### src/rtl/pcie_tx_master_arb_pkg.sv
// Shared definitions for the PCIe TX master arbiter: grant codes, FSM states, owner encoding.
// Latency: n/a (types and constants only).
// Backpressure: n/a.
package pcie_tx_master_arb_pkg;

    // Encoding of the grantOwner status output
    localparam logic [1:0] GRANT_IDLE = 2'd0;
    localparam logic [1:0] GRANT_QP   = 2'd1;
    localparam logic [1:0] GRANT_ARB  = 2'd2;

    // Encoding of the one-bit lastOwner register
    localparam logic OWNER_QP  = 1'b0;
    localparam logic OWNER_ARB = 1'b1;

    typedef enum logic [1:0] {
        IDLE  = 2'd0,
        G_QP  = 2'd1,
        G_ARB = 2'd2
    } arbState_t;

    // Map an FSM state onto the externally visible grant code
    function automatic logic [1:0] grantCode(input arbState_t s);
        case (s)
            G_QP:    grantCode = GRANT_QP;
            G_ARB:   grantCode = GRANT_ARB;
            default: grantCode = GRANT_IDLE;
        endcase
    endfunction

endpackage

### src/rtl/pcie_tx_master_arb_stall_watchdog.sv
// Counts consecutive stalled cycles on the merged master and raises a sticky error on a hang.
// Latency: timeoutErr rises the cycle after the TIMEOUT_CYC-th consecutive stalled cycle.
// Backpressure: observer only; never stalls or alters the datapath.
module stall_watchdog #(
    parameter int TIMEOUT_CYC = 1024
) (
    input  logic clock,
    input  logic reset,
    input  logic stall,
    input  logic errClear,
    output logic timeoutErr
);

    localparam int CNT_W = $clog2(TIMEOUT_CYC + 1);

    logic [CNT_W-1:0] stallCnt;
    logic             trip;

    // The error trips on the stalled cycle that would take the count past TIMEOUT_CYC-1
    assign trip = stall && (stallCnt == CNT_W'(TIMEOUT_CYC - 1));

    // Consecutive-stall counter, saturating so a long hang cannot wrap it back to zero
    always_ff @(posedge clock or negedge reset) begin
        if (!reset) begin
            stallCnt <= '0;
        end else if (!stall) begin
            stallCnt <= '0;
        end else if (stallCnt != CNT_W'(TIMEOUT_CYC)) begin
            stallCnt <= stallCnt + 1'b1;
        end
    end

    // Sticky error flag; a trip in the same cycle as a clear keeps the flag set
    always_ff @(posedge clock or negedge reset) begin
        if (!reset) begin
            timeoutErr <= 1'b0;
        end else if (trip) begin
            timeoutErr <= 1'b1;
        end else if (errClear) begin
            timeoutErr <= 1'b0;
        end
    end

endmodule

### src/rtl/pcie_tx_master_arb.sv
// Round-robin share of the PCIe TX Avalon-MM write master between QueuePair and PCIeArbiter.
// Latency: grant registered one cycle after request; data path is a combinational mux once granted.
// Backpressure: owner sees PcieWaitRequest directly, non-owner held at WaitRequest=1; no handover while stalled.
module pcie_tx_master_arb
    import pcie_tx_master_arb_pkg::*;
#(
    parameter int MAX_BURST   = 8,
    parameter int TIMEOUT_CYC = 1024
) (
    input  logic        clock,
    input  logic        reset,

    input  logic        QpChipSelect,
    input  logic        QpWrite,
    input  logic [63:0] QpAddress,
    input  logic [31:0] QpWriteData,
    input  logic [3:0]  QpByteEnable,
    output logic        QpWaitRequest,

    input  logic        ArbChipSelect,
    input  logic        ArbWrite,
    input  logic [63:0] ArbAddress,
    input  logic [31:0] ArbWriteData,
    input  logic [3:0]  ArbByteEnable,
    output logic        ArbWaitRequest,

    output logic        PcieChipSelect,
    output logic        PcieWrite,
    output logic [63:0] PcieAddress,
    output logic [31:0] PcieWriteData,
    output logic [3:0]  PcieByteEnable,
    input  logic        PcieWaitRequest,

    output logic [1:0]  grantOwner,
    output logic        timeoutErr,
    input  logic        errClear
);

    localparam int BEAT_W = $clog2(MAX_BURST + 1);

    arbState_t         state;
    arbState_t         stateNxt;
    logic              lastOwner;
    logic              lastOwnerNxt;
    logic [BEAT_W-1:0] beatCnt;
    logic [BEAT_W-1:0] beatCntNxt;

    logic      reqQp;
    logic      reqArb;
    logic      ownerReq;
    logic      otherReq;
    arbState_t otherState;
    logic      ownerLast;
    logic      accept;
    logic      leave;

    assign reqQp  = QpChipSelect & QpWrite;
    assign reqArb = ArbChipSelect & ArbWrite;

    // Resolve "owner" and "other" views of the current grant so both G_ states share one body
    always_comb begin
        ownerReq   = 1'b0;
        otherReq   = 1'b0;
        otherState = IDLE;
        ownerLast  = OWNER_QP;
        case (state)
            G_QP: begin
                ownerReq   = reqQp;
                otherReq   = reqArb;
                otherState = G_ARB;
                ownerLast  = OWNER_QP;
            end
            G_ARB: begin
                ownerReq   = reqArb;
                otherReq   = reqQp;
                otherState = G_QP;
                ownerLast  = OWNER_ARB;
            end
            default: ;
        endcase
    end

    // A stalled owner has ownerReq=1 and no accept, so neither leave condition fires mid-stall
    assign accept = ownerReq & ~PcieWaitRequest;
    assign leave  = (accept && (beatCnt == BEAT_W'(MAX_BURST - 1))) || !ownerReq;

    // Grant state, round-robin history and burst beat counter
    always_ff @(posedge clock or negedge reset) begin
        if (!reset) begin
            state     <= IDLE;
            lastOwner <= OWNER_ARB;
            beatCnt   <= '0;
        end else begin
            state     <= stateNxt;
            lastOwner <= lastOwnerNxt;
            beatCnt   <= beatCntNxt;
        end
    end

    // Next grant: fair tie-break from IDLE, bounded burst and direct handover while granted
    always_comb begin
        stateNxt     = state;
        lastOwnerNxt = lastOwner;
        beatCntNxt   = beatCnt;
        case (state)
            IDLE: begin
                beatCntNxt = '0;
                if (reqQp && reqArb) begin
                    stateNxt = (lastOwner == OWNER_ARB) ? G_QP : G_ARB;
                end else if (reqQp) begin
                    stateNxt = G_QP;
                end else if (reqArb) begin
                    stateNxt = G_ARB;
                end
            end
            default: begin
                if (accept) begin
                    beatCntNxt = beatCnt + 1'b1;
                end
                if (leave) begin
                    lastOwnerNxt = ownerLast;
                    beatCntNxt   = '0;
                    if (otherReq) begin
                        stateNxt = otherState;
                    end else if (ownerReq) begin
                        stateNxt = state;
                    end else begin
                        stateNxt = IDLE;
                    end
                end
            end
        endcase
    end

    // Merged master mux and per-requester stall; everything quiet and stalled while idle
    always_comb begin
        PcieChipSelect = 1'b0;
        PcieWrite      = 1'b0;
        PcieAddress    = '0;
        PcieWriteData  = '0;
        PcieByteEnable = '0;
        QpWaitRequest  = 1'b1;
        ArbWaitRequest = 1'b1;
        case (state)
            G_QP: begin
                PcieChipSelect = QpChipSelect;
                PcieWrite      = QpWrite;
                PcieAddress    = QpAddress;
                PcieWriteData  = QpWriteData;
                PcieByteEnable = QpByteEnable;
                QpWaitRequest  = PcieWaitRequest;
            end
            G_ARB: begin
                PcieChipSelect = ArbChipSelect;
                PcieWrite      = ArbWrite;
                PcieAddress    = ArbAddress;
                PcieWriteData  = ArbWriteData;
                PcieByteEnable = ArbByteEnable;
                ArbWaitRequest = PcieWaitRequest;
            end
            default: ;
        endcase
    end

    assign grantOwner = grantCode(state);

    stall_watchdog #(
        .TIMEOUT_CYC (TIMEOUT_CYC)
    ) uWatchdog (
        .clock      (clock),
        .reset      (reset),
        .stall      (PcieChipSelect & PcieWaitRequest),
        .errClear   (errClear),
        .timeoutErr (timeoutErr)
    );

endmodule
### config.mk
export PLATFORM = sky130hd
export DESIGN_NAME = pcie_tx_master_arb
export DESIGN_NICKNAME = d
export VERILOG_FILES = /design/src/rtl/pcie_tx_master_arb_pkg.sv /design/src/rtl/pcie_tx_master_arb_stall_watchdog.sv /design/src/rtl/pcie_tx_master_arb.sv
export SDC_FILE = /design/constraint.sdc
export NUM_CORES = 1
export LEC_CHECK = 0
export BUFFER_PORTS_ARGS = -buffer_cell sky130_fd_sc_hd__buf_2
export CORE_AREA = 2 2 122 124
export CTS_CLUSTER_DIAMETER = 40
export DETAILED_ROUTE_END_ITERATION = 10
export DIE_AREA = 0 0 124 126
export MAX_ROUTING_LAYER = met4
export PLACE_DENSITY = 0.59
export SLEW_MARGIN = 0
export SYNTH_ARGS = -nofsm -noshare
export SYNTH_HDL_FRONTEND = slang
export SYNTH_SLANG_ARGS = --single-unit
### constraint.sdc
create_clock -name clock -period 2.76 [get_ports clock]
set_clock_uncertainty 0.05 [all_clocks]
set_input_delay 0.552 -clock clock [delete_from_list [all_inputs] [get_ports clock]]
set_output_delay 0.552 -clock clock [all_outputs]
set_load 0.02 [all_outputs]
[After elaboration in Yosys (flattened, before gate mapping)]
Cells that the tools add are included.
W data, S select, Z words.
Storage, ports and cells
  flip-flop bits (word level): 19
  bits of input ports: 208
Cells by class
  $add $sub $neg: 2
  equality and inequality tests: 8
  multiplexer cells: 27
  bitwise operators: 6
  reduce and logical (&&, ||, !) cells: 11
Operators by type and width (count)
  $pmux W64 S2: 1
  $pmux W32 S2: 1
  $mux W11: 2
  $mux W2: 8
  $mux W4: 3
  $add A11 B1 Y11 const B: 1
  $eq A11 B10 Y1 const B: 1
  $ne A11 B11 Y1 const B: 1
  $pmux W1 S2: 4
  $pmux W2 S2: 2
  $pmux W4 S2: 1
  $mux W1: 5
  $add A4 B1 Y4 const B: 1
  $and A1 B1 Y1: 4
  $eq A4 B3 Y1 const B: 1
  $ne A4 B4 Y1 const B: 1
  $reduce_bool A2 Y1: 2
  $logic_and A1 B1 Y1: 3
  $ne A3 B1 Y1 const B: 1
  $reduce_and A3 Y1: 1
  $reduce_bool A3 Y1: 1
  $eq A2 B1 Y1 const B: 1
  $eq A2 B2 Y1 const B: 1
  $logic_not A2 Y1: 1
  other kinds (5): 6

[Depth between registers and ports, before layout]
Gate-level depths: netlist of the first run.
  word-level depth: 7
  gate-level depth with buffers: 7

[Hierarchy]
A second synthesis of the first run with hierarchy kept.
Unflattened totals
  cells, all modules: 357
  area total of the unflattened synthesis: 2728.9 um^2
By module, submodules not included
  pcie_tx_master_arb: times used 1, cells each 294, area an instance 2107.0 um^2, sequential area each 176.4 um^2
  stall_watchdog: times used 1, cells each 63, area an instance 621.8 um^2, sequential area each 300.3 um^2

[Worst setup path after synthesis of the first run]
OpenSTA, ideal clock, no wires.
  path type: reg2out
  start point: reg state[0]
  end point: out PcieAddress[17]
  data arrival time: 1.719 ns
  required time: 2.158 ns
  path slack: 0.439 ns
  cell stages (with the launch flop): 8
  cells stage by stage: dfrtp_1 > inv_1 > ha_1 > buf_6 > clkbuf_1 > clkbuf_1 > a22oi_1 > nor2b_1
Between the ends
  longest elaborated chain between the ends: 2
  elaborated cells on any way between the ends: 3
RTL lines
  from (decl): line pcie_tx_master_arb.sv:41  | arbState_t state;
  from (signal assigned): line pcie_tx_master_arb.sv:94  | state <= stateNxt;
  $eq A2 B2 Y1 / $eq A2 B1 Y1 (equally long branches): line pcie_tx_master_arb.sv:144  | case (state)
  $pmux W64 S2 (*): line pcie_tx_master_arb.sv:144
  to (decl): line pcie_tx_master_arb.sv:29  | output logic [63:0] PcieAddress,
Mark *: on every way between the ends. The rest lies on a longest branch, timed or not.

[Final worst setup path of the first run]
  start point: reg state[0]
  end point: out PcieAddress[44]
The elaborated chain is that of the path after synthesis.

==> run_results.csv, run 1 <==
group,metric,value,unit
sta,final_hold_viol_count,0,
power_and_ir_drop,max-vdd-ir-drop,385,µV
setup_path,critPathCaptureType,"primary output",
route,wl_met1,5.18,mm
run_status,outcome,"finished, final reports clean",
setup_path,cp.required,2.16,ns
die,start_util,18.8,%
setup_path,path_class,"flop to primary output",
global_routing,grt_max_degree,60,
sta,relSlewSlack,71.0,%
placement,post_dp_cell_area,4490,µm²
synth,synthTopCellsByArea,"a22oi_1 28%, nor2b_1 24%, dfrtp_1 17%",
die,die_w,124,µm
sta,final_max_slew_viol_count,0,
route,routed-wl-met3,1.36,mm
cts,clk_latency,0.25,ns
placement,dpl.hpwl,10.8,mm
sta,fmax,387,MHz
cts,cts_tree,"yes",
route,vias,3882,
sta,fin_setup_tns,0,ns
global_routing,grt_pass1_vias,3382,
route,vias_per_cell,4.68,
global_routing,gr-total-overflow,0,
global_routing,antenna_found_initial,5,
layout,syn2layout_area_growth,70.1,%
global_routing,grt_pass1_wl,18.1,mm
route,wl,13.2,mm
layout,nets,857,
synth,synthMostInstantiatedCell,"nor2b_1",
flow_run,maxCapViolCount,0,
sta,period_needed,2.58,ns
sta,tightest_slew,0.436,ns
route,post_drt_wl_per_cell,15.9,µm
synth,yosys.area.top_type,"a22oi_1",
route,wl_met2,6.56,mm
synth,yosys.area.top_type_share,28.4,%
die,placementRows,44,
sta,setup_viol,0,
layout,drive_gt1_share,53.0,%
synth,yosysWarnings,0,
synth,synthCells,351,
route,dr.max_layer_used,"met4",
synth,synth_cell_types,45,
synth,ys_top_cells_by_count,"103 x nor2b_1, 102 x a22oi_1, 23 x clkbuf_1",
cts,path_clk_slew,0.06,ns
synth,synth_edf_count,0,
die,pin_count,315,
layout,final_core_util,32.0,%
layout,fin_area,4590,µm²
setup_path,start_kind,"flop",
global_routing,grt.total_usage,15.4,%
synth,avgSynthCellArea,7.68,µm²
sta,post-route-period-util,93.7,%
cts,cts.hold.buffers_added,0,
die,dieArea,15600,µm²
route,drtIter0Drc,216,
route,drc,0,
synth,synth_seq_cells,19,
power_and_ir_drop,power_density,937,nW/µm²
route,firstDrtPassIters,5,
placement,place_congestion,0.855,
cts,clock_sinks,19,
setup_path,cp_max_fo,44,
sta,rsz0062_at_grt,"no",
power_and_ir_drop,power,4.30,mW
cts,cts_setup_buffers,0,
cts,cts_buffer_depth,2,
cts,numCtsBuffers,3,
placement,portBuffers,314,
synth,async_reset_ff_share,100,%
cts,htreeDepth,1,
synth,syn_nets,567,
synth,ys_seq_area_share,17.7,%
power_and_ir_drop,p_leak,2.32,nW
cts,ctsResizeCount,0,
synth,synth_ff_type,"dfrtp_1",
die,die_h,126,µm
synth,syn-cell-area,2700,µm²
die,core,14300,µm²
cts,cts-root-buf,"clkbuf_16",
setup_path,arrival,1.98,ns
hold_path,min_path_type,"input pin to asynchronous set/reset pin",
route,ant_nets,0,
==> worst max-delay path, cell delays in order (launching register included) <==
cell and delay (ns):
dfrtp_1 0.43, inv_1 0.16, ha_4 0.40, buf_12 0.27, a22oi_1 0.09, nor2b_1 0.16, buf_2 0.19
==> logic make-up (layout without fill, tap and decap cells) <==
group	after synthesis	after routing	share of synthesized area [%]
compound gates	117	117	32.4
xor+xnor	10	10	3.25
fa+ha+maj	8	8	3.71
buf+inv	43	332	6.87
flops	19	19	17.7
mux	4	4	1.72
other cells	0	5	0
simple gates	150	150	34.3
==> layout make-up <==
type / count / area [µm²]
fill: 1562 / 9730
multi-input combinational: 289 / 2060
timing repair buffer: 321 / 1700
sequential: 19 / 477
tap: 184 / 230
clock buffer: 3 / 75.1
inverter: 7 / 26.3
antenna: 5 / 12.5
clock inverter: 1 / 5.00
==> per-stage QoR <==
step | setup slack (ns) | std cells | hold WS [ns]
after floorplan | 0.439 | 351 | 0.206
after global placement | 0.454 | 820 | 0.466
after detailed placement | 0.443 | 820 | 0.475
after CTS | 0.176 | 824 | 0.205
after global routing | 0.0322 | 829 | 0.224
final | 0.175 | 829 | 0.186
==> placed cells by master, fill, tap and decap left out, types with 2 or more instances in the layout <==
master     instances
nand4b_1           2
o21ai_0            2
o22ai_1            2
ha_4               2
dfrtp_1           18
buf_12             6
nand2b_2           2
nor3b_1            2
nand3_1            3
mux2i_1            2
clkbuf_16          3
inv_1              7
xor2_1             7
buf_2            314
nor2_1            12
xnor2_1            3
diode_2            5
nand2_1            7
and2_1             2
a22oi_1          102
a21oi_1            4
ha_1               5
nor3_1             3
nor2b_1          103
nand4_1            3
==> flip-flops by register name, summed over array words and instances, names as in the netlist <==
register	cells
uWatchdog.stallCnt	11
beatCnt	4
state	2
lastOwner	1
uWatchdog.timeoutErr	1
==> where the power goes <==
part / switching (mW) / internal (mW) / total (mW)
combinational: 2.15 / 1.51 / 3.66
sequential: 0.0246 / 0.308 / 0.333
clock: 0.109 / 0.194 / 0.304
==> path summary, 6_finish.rpt <==
| check | startpoint | to | slack [ns] | cells after the start |
|---|---|---|---|---|
| hold reg to reg | uWatchdog.timeoutErr | uWatchdog.timeoutErr | 0.48 | 2 |
| setup / recovery | state[0] | PcieAddress[44] | 0.18 | 6 |
| setup reg to reg | state[0] | state[0] | 0.53 | 7 |
| hold / removal | reset | beatCnt[0] | 0.19 | 1 |
| min in group clock | errClear | uWatchdog.timeoutErr | 0.44 | 2 |
| max in group asynchronous | reset | lastOwner | 2.14 | 1 |
==> per-layer routing <==
layer | GRT usage (%) | vias up
met1 | 18.0 | 1764
met4 | 1.72 | 0
met3 | 3.76 | 8
met2 | 27.3 | 243
met5 | - | -
li1 | - | 1867
Power figures use the tool's default switching activity.
==> run 2: changes to the inputs <==
Settings changed: MAX_ROUTING_LAYER met4 to unset.
==> run_results.csv, run 2 (synthesized netlist as in run 1, its figures left out) <==
group,metric,value,unit
run_status,outcome,"finished, final reports clean",
setup_path,start_kind,"flop",
global_routing,grt_pass1_wl,18.1,mm
setup_path,path_cells,"inv_1 > ha_4 > buf_12 > a22oi_1 > nor2b_1 > buf_2",
placement,portBuffers,314,
sta,tightest_slew,0.440,ns
setup_path,reg2reg_to,"state[0]",
setup_path,timing.rr.start,"state[0]",
placement,place_congestion,0.842,
die,placementRows,44,
cts,cts.hold.buffers_added,0,
setup_path,critPathMaxStageDelay,0.43,ns
placement,dp_cells,820,
die,dieArea,15600,µm²
flow_run,maxCapViolCount,0,
route,post_drt_wl_per_cell,15.9,µm
layout,reg_top3,"uWatchdog.stallCnt: 11 flops, beatCnt: 4 flops, state: 2 flops",
global_routing,grt.total_usage,14.9,%
layout,syn2layout_area_growth,69.8,%
cts,cts-root-buf,"clkbuf_16",
layout,nets,857,
setup_path,arrival,1.98,ns
sta,setup_viol,0,
die,die_w,124,µm
setup_path,cp-endpoint,"PcieAddress[44]",
layout,drive_gt1_share,53.0,%
cts,clock_sinks,19,
layout,layout_commonest_cell,"buf_2",
cts,htreeDepth,1,
setup_path,critPathCaptureType,"primary output",
layout,final_cell_mix,"314 x buf_2, 103 x nor2b_1, 102 x a22oi_1",
hold_path,min_path_type,"input pin to asynchronous set/reset pin",
power_and_ir_drop,power_density,938,nW/µm²
sta,fin_setup_tns,0,ns
sta,fmax,387,MHz
global_routing,grt_pass1_vias,3389,
sta,rsz0062_at_grt,"no",
die,pin_count,315,
route,ant_nets,0,
setup_path,path_class,"flop to primary output",
layout,regMostFlops,"uWatchdog.stallCnt",
cts,cts_buffer_depth,2,
die,die_h,126,µm
route,firstDrtPassIters,4,
route,vias,3870,
power_and_ir_drop,p_leak,2.32,nW
global_routing,grt_max_degree,60,
sta,relSlewSlack,70.7,%
sta,period_needed,2.59,ns
cts,clk_latency,0.25,ns
sta,holdWs,0.187,ns
placement,post_dp_cell_area,4490,µm²
setup_path,cp_max_fo,44,
setup_path,ff2ff_setup_slack,0.54,ns
global_routing,gr-total-overflow,0,
cts,cts_setup_buffers,0,
die,start_util,18.8,%
cts,ctsResizeCount,0,
route,drtIter0Drc,194,
layout,fill_cells,1564,
placement,place_ws,0.443,ns
setup_path,worstRegToRegCells,7,
cts,numCtsBuffers,3,
sta,final_max_slew_viol_count,0,
sta,final_hold_viol_count,0,
layout,fin_area,4580,µm²
global_routing,antenna_found_initial,5,
route,vias_per_cell,4.69,
setup_path,cp_slowest_cell,"dfrtp_1",
sta,finalWorstSetupSlack,0.174,ns
placement,dpl.hpwl,10.8,mm
power_and_ir_drop,max-vdd-ir-drop,386,µV
layout,final_core_util,32.0,%
sta,post-route-period-util,93.7,%
setup_path,cp.required,2.16,ns
cts,cts_tree,"yes",
layout,largest_reg_flops,11,
route,wl,13.1,mm
die,core,14300,µm²
setup_path,crit_start,"state[0]",
cts,path_clk_slew,0.05,ns
layout,fin_cells,826,
route,drc,0,
power_and_ir_drop,power,4.30,mW
-- run 2: cell count changes in the layout (fill, tap and decap cells not counted) --
cell / change
diode_2: -3
-- run 2: layout make-up --
class | instances | area [µm²] | share of cell area [%]
clock buffers | 3 | 75.1 | 1.64
flip-flops and latches | 19 | 477 | 10.4
repair buffers | 321 | 1700 | 37.1
inverters | 7 | 26.3 | 0.574
well taps | 184 | 230 | 5.03
clock inverters | 1 | 5.00 | 0.109
diodes | 2 | 5.00 | 0.109
multi-input cells | 289 | 2060 | 45.0
-- run 2: critical path, delay by kind of cell (launching register included) --
kind            cells  cell delay, ns
simple gates        1            0.16
buf+inv             3            0.62
compound gates      1            0.09
fa+ha+maj           1            0.40
flops               1            0.43
-- run 2: per-layer routing --
metal	up-vias	part of all wire (%)	wire, µm	track usage, %
met1	1766	38	4960	17.4
li1	1861	-	-	-
met3	14	12	1530	4.44
met2	223	50	6530	27.4
met4	6	0.66	87	1.72
met5	-	0.29	38	0
-- run 2: worst min path at each step --
stage | end | slack (ns) | cells after the start
finish | beatCnt[0] | 0.19 | 1
global route | beatCnt[2] | 0.22 | 1
CTS | beatCnt[2] | 0.20 | 1
detailed placement | beatCnt[0] | 0.48 | 1
global placement | beatCnt[1] | 0.47 | 1
floorplan | beatCnt[0] | 0.21 | 0
-- run 2: power by group --
group          internal, mW  switching (mW)  total (mW)
Combinational          1.51            2.15        3.66
Clock                 0.194           0.108       0.302
Sequential            0.308          0.0247       0.333
Total                  2.01            2.28        4.30
==> run 3: changes to the inputs <==
Settings changed: CORE_AREA 2 2 122 124 to 2 2 124 126, CTS_BUF_LIST set to sky130_fd_sc_hd__clkbuf_4 sky130_fd_sc_hd__clkbuf_8, CTS_CLUSTER_DIAMETER 40 to 60, DIE_AREA 0 0 124 126 to 0 0 126 128, PLACE_DENSITY 0.59 to 0.57.
==> run_results.csv, run 3 (synthesized netlist as in run 1, its figures left out) <==
group,metric,value,unit
layout,syn2layout_area_growth,69.5,%
layout,nets,863,
route,post_drt_wl_per_cell,16.2,µm
placement,post_dp_cell_area,4520,µm²
route,drtIter0Drc,216,
global_routing,gr-total-overflow,0,
layout,fin_cells,835,
layout,layout_commonest_cell,"buf_2",
sta,rsz0062_at_grt,"no",
setup_path,critPathCaptureType,"primary output",
sta,post-route-period-util,94.1,%
die,placementRows,45,
global_routing,grt_pass1_wl,19.3,mm
sta,period_needed,2.60,ns
route,wl,13.5,mm
route,vias,3834,
sta,final_max_slew_viol_count,0,
setup_path,arrival,1.99,ns
layout,final_cell_mix,"314 x buf_2, 103 x nor2b_1, 102 x a22oi_1",
sta,final_hold_viol_count,0,
hold_path,min_path_type,"input pin to asynchronous set/reset pin",
cts,numCtsBuffers,3,
sta,setup_viol,0,
route,dr.max_layer_used,"met5",
cts,cts.hold.buffers_added,0,
run_status,outcome,"finished, final reports clean",
setup_path,start_kind,"flop",
cts,cts_setup_buffers,0,
global_routing,grt_max_degree,86,
die,die_h,128,µm
placement,dp_cells,830,
setup_path,cp_max_fo,30,
global_routing,grt_pass1_vias,3528,
route,wl_met1,5.81,mm
placement,dpl.hpwl,11.3,mm
route,routed-wl-met3,1.06,mm
route,ant_nets,0,
sta,fin_setup_tns,0,ns
setup_path,cp.required,2.16,ns
die,pin_count,315,
route,vias_per_cell,4.59,
power_and_ir_drop,max-vdd-ir-drop,639,µV
placement,place_congestion,0.811,
die,dieArea,16100,µm²
route,firstDrtPassIters,5,
die,die_w,126,µm
sta,finalWorstSetupSlack,0.164,ns
placement,portBuffers,314,
layout,largest_reg_flops,11,
sta,relSlewSlack,71.0,%
layout,regArea,477,µm²
layout,fin_area,4570,µm²
sta,tightest_slew,0.435,ns
cts,ctsResizeCount,0,
setup_path,path_cells,"inv_1 > ha_4 > buf_4 > a22oi_1 > nor2b_1 > buf_2",
setup_path,crit_family,"buffers and inverters",
die,core,14900,µm²
die,start_util,18.1,%
setup_path,critical_path_buf_inv_count,3,
layout,regMostFlops,"uWatchdog.stallCnt",
sta,fmax,385,MHz
setup_path,critPathMaxStageDelay,0.44,ns
setup_path,cp_slowest_cell,"dfrtp_1",
sta,holdWs,0.176,ns
cts,cts_buffer_depth,2,
global_routing,grt.total_usage,15.0,%
setup_path,path_class,"flop to primary output",
layout,multiInputGateArea,2060,µm²
power_and_ir_drop,p_leak,2.33,nW
route,drc,0,
placement,place_ws,0.470,ns
cts,htreeDepth,1,
cts,clock_sinks,19,
global_routing,antenna_found_initial,3,
flow_run,maxCapViolCount,0,
route,wl_met2,6.55,mm
cts,cts-root-buf,"clkbuf_8",
cts,cts_tree,"yes",
layout,drive_gt1_share,53.4,%
layout,reg_top3,"uWatchdog.stallCnt: 11 flops, beatCnt: 4 flops, state: 2 flops",
layout,fill_cells,1657,
cts,clk_latency,0.26,ns
cts,path_clk_slew,0.07,ns
power_and_ir_drop,power_density,926,nW/µm²
==> run 3: cell count changes in the layout (fill, tap and decap cells not counted) <==
cell / change
buf_4: +8
clkbuf_16: -3
clkbuf_8: +3
buf_12: -2
clkbuf_4: +1
clkinv_2: -1
diode_2: -1
==> run 3: final cells by class <==
class	instances	share of cell area, %
diodes	1	0.0547
repair buffers	327	37.6
flip-flops and latches	19	10.4
clock buffers	4	1.07
well taps	188	5.15
multi-input cells	289	45.1
inverters	7	0.575
==> run 3: metrics by stage <==
| stage | power (mW) | util, % |
|---|---|---|
| global placement | 4.04 | 30.4 |
| finish | 4.23 | 30.7 |
| global route | 4.57 | 30.7 |
| CTS | 4.27 | 30.7 |
| floorplan | 2.81 | - |
| detailed placement | 4.05 | 30.4 |
==> run 3: worst reg2reg max path: stages, from the launching register on <==
cell       delay (ns)
dfrtp_1          0.44
inv_1            0.17
ha_4             0.44
buf_12           0.22
nand4_2          0.12
a21o_1           0.25
a2bb2oi_2        0.20
mux2_4           0.29
==> run 3: path summary, 6_finish.rpt <==
kind,from,end,slack (ns),cells after the start
min in group clock,errClear,uWatchdog.timeoutErr,0.44,2
max in group asynchronous,reset,lastOwner,2.15,1
worst max register to register,state[0],state[0],0.46,7
worst min-delay path,reset,uWatchdog.stallCnt[1],0.18,1
worst max-delay path,state[0],PcieAddress[24],0.16,6
worst min register to register,uWatchdog.timeoutErr,uWatchdog.timeoutErr,0.48,2
==> run 3: power breakdown <==
group          total, mW  internal, mW  switching, mW
registers          0.335         0.308         0.0265
clock network      0.201         0.112         0.0890
logic               3.70          1.52           2.18
==> run 3: layer usage <==
layer | GRT usage, % | vias up
met5 | 0 | -
met2 | 25.6 | 210
met1 | 21.0 | 1738
met3 | 2.09 | 11
li1 | - | 1873
met4 | 1.36 | 2
